==> src/rtl/m_frame_tx.sv <==
`default_nettype none
// ============================================================================
//  Module   : m_frame_tx
//  Purpose  : Master-side frame transmitter for the serial host link.
//             Sends marker, status, command, N, N payload bytes, CRC high and
//             CRC low over a valid/ready byte handshake, reading payload from a
//             synchronous buffer and driving the shared external CRC engine.
//  Options  : M_FRAME_TX_TIMEOUT_EN - abandon a frame when the serializer
//             stalls a byte for TIMEOUT cycles (timeout_err tied 0 otherwise).
//  Revision : 1.0 - initial release
// ============================================================================
module m_frame_tx #(
    parameter logic [7:0] MARKER  = 8'hA5,
    parameter int         TIMEOUT = 1023
) (
    input  logic        clk,
    input  logic        n_rst,
    input  logic        start,
    input  logic [7:0]  sts_in,
    input  logic [7:0]  cmd_in,
    input  logic [7:0]  len_in,
    output logic        pl_rd,
    output logic [7:0]  pl_addr,
    input  logic [7:0]  pl_data,
    output logic [7:0]  tx_d,
    output logic        tx_d_vld,
    input  logic        tx_d_rdy,
    input  logic [15:0] crc,
    output logic        crc_update,
    output logic        crc_rst,
    output logic        busy,
    output logic        done,
    output logic        timeout_err
);

    typedef enum logic [3:0] {
        S_IDLE     = 4'd0,
        S_MRK      = 4'd1,
        S_STS      = 4'd2,
        S_CMD      = 4'd3,
        S_LEN      = 4'd4,
        S_FETCH    = 4'd5,
        S_DATA     = 4'd6,
        S_CRC_WAIT = 4'd7,
        S_CRC_H    = 4'd8,
        S_CRC_L    = 4'd9,
        S_DONE     = 4'd10,
        S_TOUT     = 4'd11
    } state_t;

    state_t     r_state;
    state_t     w_next;

    logic [7:0] r_sts;
    logic [7:0] r_cmd;
    logic [7:0] r_len;
    logic [7:0] r_addr;
    logic [7:0] r_pl_q;
    logic [7:0] r_crc_lo;
    logic       r_pl_fresh;
    logic       r_init_done;
    logic       r_init_crc_rst;
    logic       w_upd_state;
    logic       w_more;
    logic       w_timeout;

    // The wait counter is 10 bits wide, so the limit must fit in it.
    if (TIMEOUT < 1 || TIMEOUT > 1023) begin : g_bad_timeout
        $error("m_frame_tx: TIMEOUT must be in 1..1023");
    end

    // Another payload byte follows when the next address is still below N.
    assign w_more  = ({1'b0, r_addr} + 9'd1) < {1'b0, r_len};
    assign pl_addr = r_addr;

`ifdef M_FRAME_TX_TIMEOUT_EN
    localparam logic [9:0] c_wait_last = 10'(TIMEOUT - 1);

    logic [9:0] r_wait;

    // Count consecutive stalled cycles of the byte on offer.
    always_ff @(posedge clk or negedge n_rst) begin
        if (!n_rst) begin
            r_wait <= 10'd0;
        end else if (tx_d_vld && !tx_d_rdy) begin
            r_wait <= r_wait + 10'd1;
        end else begin
            r_wait <= 10'd0;
        end
    end

    // Fires in the stalled cycle that would take the count to TIMEOUT.
    assign w_timeout = tx_d_vld && !tx_d_rdy && (r_wait == c_wait_last);
`else
    assign w_timeout = 1'b0;
`endif

    // State register.
    always_ff @(posedge clk or negedge n_rst) begin
        if (!n_rst) begin
            r_state <= S_IDLE;
        end else begin
            r_state <= w_next;
        end
    end

    // One crc_rst pulse after reset release so the engine never keeps a partial CRC.
    always_ff @(posedge clk or negedge n_rst) begin
        if (!n_rst) begin
            r_init_done    <= 1'b0;
            r_init_crc_rst <= 1'b0;
        end else begin
            r_init_done    <= 1'b1;
            r_init_crc_rst <= ~r_init_done;
        end
    end

    // Frame header latches, payload address, payload hold and CRC low-byte hold.
    always_ff @(posedge clk or negedge n_rst) begin
        if (!n_rst) begin
            r_sts      <= 8'd0;
            r_cmd      <= 8'd0;
            r_len      <= 8'd0;
            r_addr     <= 8'd0;
            r_pl_q     <= 8'd0;
            r_pl_fresh <= 1'b0;
            r_crc_lo   <= 8'd0;
        end else begin
            if (r_state == S_IDLE && start) begin
                r_sts <= sts_in;
                r_cmd <= cmd_in;
                r_len <= len_in;
            end
            if (r_state == S_LEN && tx_d_rdy) begin
                r_addr <= 8'd0;
            end
            if (r_state == S_FETCH) begin
                r_pl_fresh <= 1'b1;
            end
            if (r_state == S_DATA) begin
                // Hold the buffer word so tx_d stays put through a stall.
                if (r_pl_fresh) begin
                    r_pl_q     <= pl_data;
                    r_pl_fresh <= 1'b0;
                end
                // Only advance when another byte follows: the last fetch address is N-1.
                if (tx_d_rdy && w_more) begin
                    r_addr <= r_addr + 8'd1;
                end
            end
            if (r_state == S_CRC_H) begin
                r_crc_lo <= crc[7:0];
            end
        end
    end

    // Next-state and output decode.
    always_comb begin
        w_next      = r_state;
        tx_d        = 8'd0;
        tx_d_vld    = 1'b0;
        pl_rd       = 1'b0;
        busy        = 1'b1;
        done        = 1'b0;
        crc_rst     = r_init_crc_rst;
        timeout_err = 1'b0;
        w_upd_state = 1'b0;

        case (r_state)
            S_IDLE: begin
                busy = 1'b0;
                if (start) begin
                    w_next = S_MRK;
                end
            end
            S_MRK: begin
                tx_d        = MARKER;
                tx_d_vld    = 1'b1;
                w_upd_state = 1'b1;
                if (tx_d_rdy) w_next = S_STS;
            end
            S_STS: begin
                tx_d        = r_sts;
                tx_d_vld    = 1'b1;
                w_upd_state = 1'b1;
                if (tx_d_rdy) w_next = S_CMD;
            end
            S_CMD: begin
                tx_d        = r_cmd;
                tx_d_vld    = 1'b1;
                w_upd_state = 1'b1;
                if (tx_d_rdy) w_next = S_LEN;
            end
            S_LEN: begin
                tx_d        = r_len;
                tx_d_vld    = 1'b1;
                w_upd_state = 1'b1;
                if (tx_d_rdy) begin
                    w_next = (r_len == 8'd0) ? S_CRC_WAIT : S_FETCH;
                end
            end
            S_FETCH: begin
                pl_rd  = 1'b1;
                w_next = S_DATA;
            end
            S_DATA: begin
                tx_d        = r_pl_fresh ? pl_data : r_pl_q;
                tx_d_vld    = 1'b1;
                w_upd_state = 1'b1;
                if (tx_d_rdy) begin
                    w_next = w_more ? S_FETCH : S_CRC_WAIT;
                end
            end
            S_CRC_WAIT: begin
                w_next = S_CRC_H;
            end
            S_CRC_H: begin
                tx_d     = crc[15:8];
                tx_d_vld = 1'b1;
                if (tx_d_rdy) w_next = S_CRC_L;
            end
            S_CRC_L: begin
                tx_d     = r_crc_lo;
                tx_d_vld = 1'b1;
                if (tx_d_rdy) w_next = S_DONE;
            end
            S_DONE: begin
                busy    = 1'b0;
                done    = 1'b1;
                crc_rst = 1'b1;
                w_next  = S_IDLE;
            end
            S_TOUT: begin
                busy        = 1'b0;
                timeout_err = 1'b1;
                crc_rst     = 1'b1;
                w_next      = S_IDLE;
            end
            default: begin
                busy   = 1'b0;
                w_next = S_IDLE;
            end
        endcase

        // A byte stalled for too long abandons the whole frame.
        if (w_timeout) begin
            w_next = S_TOUT;
        end
    end

    assign crc_update = tx_d_vld & tx_d_rdy & w_upd_state;

endmodule
`default_nettype wire
==> config.mk <==
export PLATFORM = sky130hd
export DESIGN_NAME = m_frame_tx
export DESIGN_NICKNAME = d
export VERILOG_FILES = /design/src/rtl/m_frame_tx.sv
export SDC_FILE = /design/constraint.sdc
export NUM_CORES = 1
export LEC_CHECK = 0
export CORE_MARGIN = 10
export CORE_UTILIZATION = 54
export CTS_CLUSTER_DIAMETER = 50
export DETAILED_ROUTE_END_ITERATION = 10
export GPL_TIMING_DRIVEN = 1
export HOLD_SLACK_MARGIN = 0.03
export PLACE_DENSITY = 0.85
export SLEW_MARGIN = 20
export SYNTH_ARGS = -nofsm -noshare
export SYNTH_HDL_FRONTEND = slang
export SYNTH_SLANG_ARGS = --single-unit
==> constraint.sdc <==
create_clock -name clk -period 6.9 [get_ports clk]
set_input_delay 1.38 -clock clk [delete_from_list [all_inputs] [get_ports clk]]
set_output_delay 1.38 -clock clk [all_outputs]
set_load 0.1 [all_outputs]
==> results.ini <==
[sta]
layout_min_cycle_time_ns = 5.18
setup_slack_ns = 1.72
slew_viol_final = 0
slew_headroom_pct = 33.2
finalHoldViolations = 0
fin_crit_sh_pct = 75.1
finalSetupViolCount = 0
setup-tns-final_ns = 0
worst_pin_slew_ns = 0.999
fmax_mhz = 193
rsz0062_at_grt = no
clock_skew_ns = 0.00868

[global_routing]
antenna_found_initial = 0
grt_start_max_net_pins = 56
grt_usage_pct = 18.4
grt_pass1_wl_microns = 13200
grt.overflow.total = 0
grt_pass1_vias = 2693

[worst_setup_path]
crit_top_cell = clkdlybuf4s50_1
end_kind = output pin
worst-setup-path-type = in -> out
crit_required_ns = 5.52
crit_family = buffers and inverters
rr_worst_depth = 10
critPathSlowestCell = clkdlybuf4s50_1
cp_max_fo = 2
cp_cell_sequence = clkdlybuf4s50_1 -> mux2i_1 -> a2111oi_0 -> a31oi_1 -> o221ai_1 -> clkdlybuf4s50_1
arrival_ns = 3.80
cp.buffers_inverters = 2
critPathLaunchType = input pin
critPathMaxStageDelay_ns = 1.17
crit_cells = 6

[pwr]
p_per_area_mw_per_mm2 = 485
total_power_uw = 1920
ir_drop_v = 0.000412
p_leak_uw = 0.00170

[clock_tree]
htreeDepth = 2
numCtsBuffers = 5
cts.sink_count = 55
root_buffer = clkbuf_8
ctsResizeCount = 0
cts_setup_buffers = 0
tritoncts = done
clk-insertion-delay-late_ns = 0.32
clockBufferDepth = 2
cts_hold_buf = 0
clk_pin_slew_worst_paths_ns = 0.10

[cells_and_area]
postLayoutCellArea_sq_mm = 0.00396
syn2layout_area_growth_pct = 28.1
drive_gt1_share_pct = 20.8
nNetsFinal = 410
diodes = 0
final_util_pct = 71.4
final.fill_count = 454

[hold_path]
hold_depth = 1
hp-class = reg -> reg

[logic_synthesis]
ys_seq_area_share_pct = 44.6
syn_inst = 282
ys_async_sr_fraction_pct = 100
yosysUniqueCellTypes = 53
yosysTopAreaCell = dfrtp_1
synthTopCellsByArea = dfrtp_1 45%, mux2_2 17%, ha_1 3.2%, nand2_1 2.7%, mux2i_1 1.9%
synth_flop_cell = dfrtp_1
synth_top_area_share_pct = 44.6
synth_warnings = 0
avgSynthCellArea_sq_um = 11.0
syn_nets = 342
synth_edf_count = 0
syn-cell-area_sq_mm = 0.00309
ys_ff_latch = 55

[die]
die_x_microns = 95.6
core_sq_mm = 0.00554
start_util_pct = 55.8
dieArea_sq_mm = 0.00915
die_y_microns = 95.6
placementRows = 27
io_pins = 75

[detailed_routing]
drcViolationCount = 0
routed_wl_microns = 8200
avgViaCountPerCell = 5.97
post_drt_wl_per_cell_microns = 19.4
drt_first_iter_violations = 231
drtAntennaViolNets = 0
vias = 2524
drtPass1Iterations = 5

[placed_design]
dpl_worst_slack_ns = 1.71
place_hpwl_microns = 6140
placed_area_sq_mm = 0.00385
port_buffers = 74
gp_congestion = 0.901

[run]
maxCapViolations = 0

[run_status]
outcome = finished, final reports clean

==> cells in the final DEF (no fill, tap or decap), drive strengths merged, types with 2 or more instances in the layout <==
| cell | Yosys | final |
|---|---|---|
| a22o | 7 | 7 |
| o2bb2ai | 2 | 2 |
| a32oi | 4 | 4 |
| a221oi | 3 | 3 |
| nor4 | 2 | 2 |
| clkdlybuf4s50 | 0 | 73 |
| nor2 | 17 | 17 |
| nor3 | 5 | 5 |
| clkbuf | 4 | 6 |
| a211oi | 2 | 2 |
| xnor2 | 4 | 4 |
| o21ai | 6 | 6 |
| nand4 | 2 | 2 |
| nand2b | 10 | 10 |
| a21o | 4 | 4 |
| ha | 8 | 8 |
| mux2 | 49 | 49 |
| a22oi | 4 | 4 |
| buf | 11 | 3 |
| nand3 | 8 | 8 |
| and3 | 2 | 2 |
| a222oi | 4 | 4 |
| xor2 | 2 | 2 |
| dfrtp | 55 | 55 |
| mux2i | 6 | 6 |
| o221ai | 3 | 3 |
| inv | 10 | 11 |
| nor2b | 3 | 3 |
| nand2 | 22 | 22 |
| a21oi | 9 | 9 |
==> routing by layer <==
metal	GRT usage (%)	routed length [microns]
met1	20.6	3200
met3	6.83	751
met5	0	0
met2	32.0	4090
met4	5.53	163
==> cell families after synthesis <==
group | synth area share, %
mux | 19.9
buf+inv | 3.64
fa+ha+maj | 3.24
compound gates | 14.3
simple gates | 12.5
flops | 44.6
other cells | 0.121
xor+xnor | 1.70
==> per-stage QoR <==
stage,hold slack [ns],cells
floorplan,0.370,282
global placement,0.376,415
detailed placement,0.392,415
CTS,0.407,423
global route,0.416,423
finish,0.408,423
==> worst register-to-register path, stage by stage, from the launching register on <==
cell,delay (ns)
dfrtp_1,0.51
and3_1,0.20
nand3_1,0.15
nor2_1,0.19
xor2_1,0.27
ha_1,0.32
and3_4,0.20
a221oi_2,0.25
nand2_1,0.13
nor3_1,0.58
mux2_4,0.27
==> power by group <==
group	internal (uW)	switching [uW]	leakage [uW]	total [uW]
Clock	84.8	113	0.0000533	197
Sequential	459	166	0.000674	625
Combinational	396	703	0.000972	1100
Total	940	981	0.00170	1920
==> sequential cells by signal, summed over array words and instances (netlist names) <==
name            count
r_crc_lo            8
r_len               8
r_init_crc_rst      1
r_pl_fresh          1
r_pl_q              8
r_state             4
r_init_done         1
r_sts               8
r_cmd               8
pl_addr             8
==> final timing paths <==
path,start,end,slack (ns)
max in group asynchronous,n_rst,r_pl_fresh$_DFF_PN0_,5.27
setup / recovery,pl_data[0],tx_d[0],1.72
setup reg to reg,pl_addr[2]$_DFF_PN0_,pl_addr[0]$_DFF_PN0_,3.78
min in group asynchronous,n_rst,r_sts[6]$_DFFE_PN0P_,1.17
hold reg to reg,r_init_done$_DFF_PN0_,r_init_crc_rst$_DFF_PN0_,0.41
hold / removal,r_init_done$_DFF_PN0_,r_init_crc_rst$_DFF_PN0_,0.41
==> Yosys cell counts, types with 5 or more instances <==
library cell / count
nand3_1: 7
dfrtp_1: 55
o21ai_0: 6
nor2_1: 16
mux2_2: 48
ha_1: 8
nand2_1: 22
a21oi_1: 9
buf_2: 9
inv_1: 10
nand2b_1: 8
a22o_2: 5
mux2i_1: 6
==> final cells by class <==
type                       count  area (sq um)  share of cell area, %
sequential                    55          1380                   34.8
timing repair buffer          76           751                   19.0
clock inverter                 2          20.0                  0.506
multi-input combinational    202          1600                   40.4
clock buffer                   6          82.6                   2.09
tap                           72          90.1                   2.28
inverter                      10          37.5                  0.948
Power figures use the tool's default switching activity.
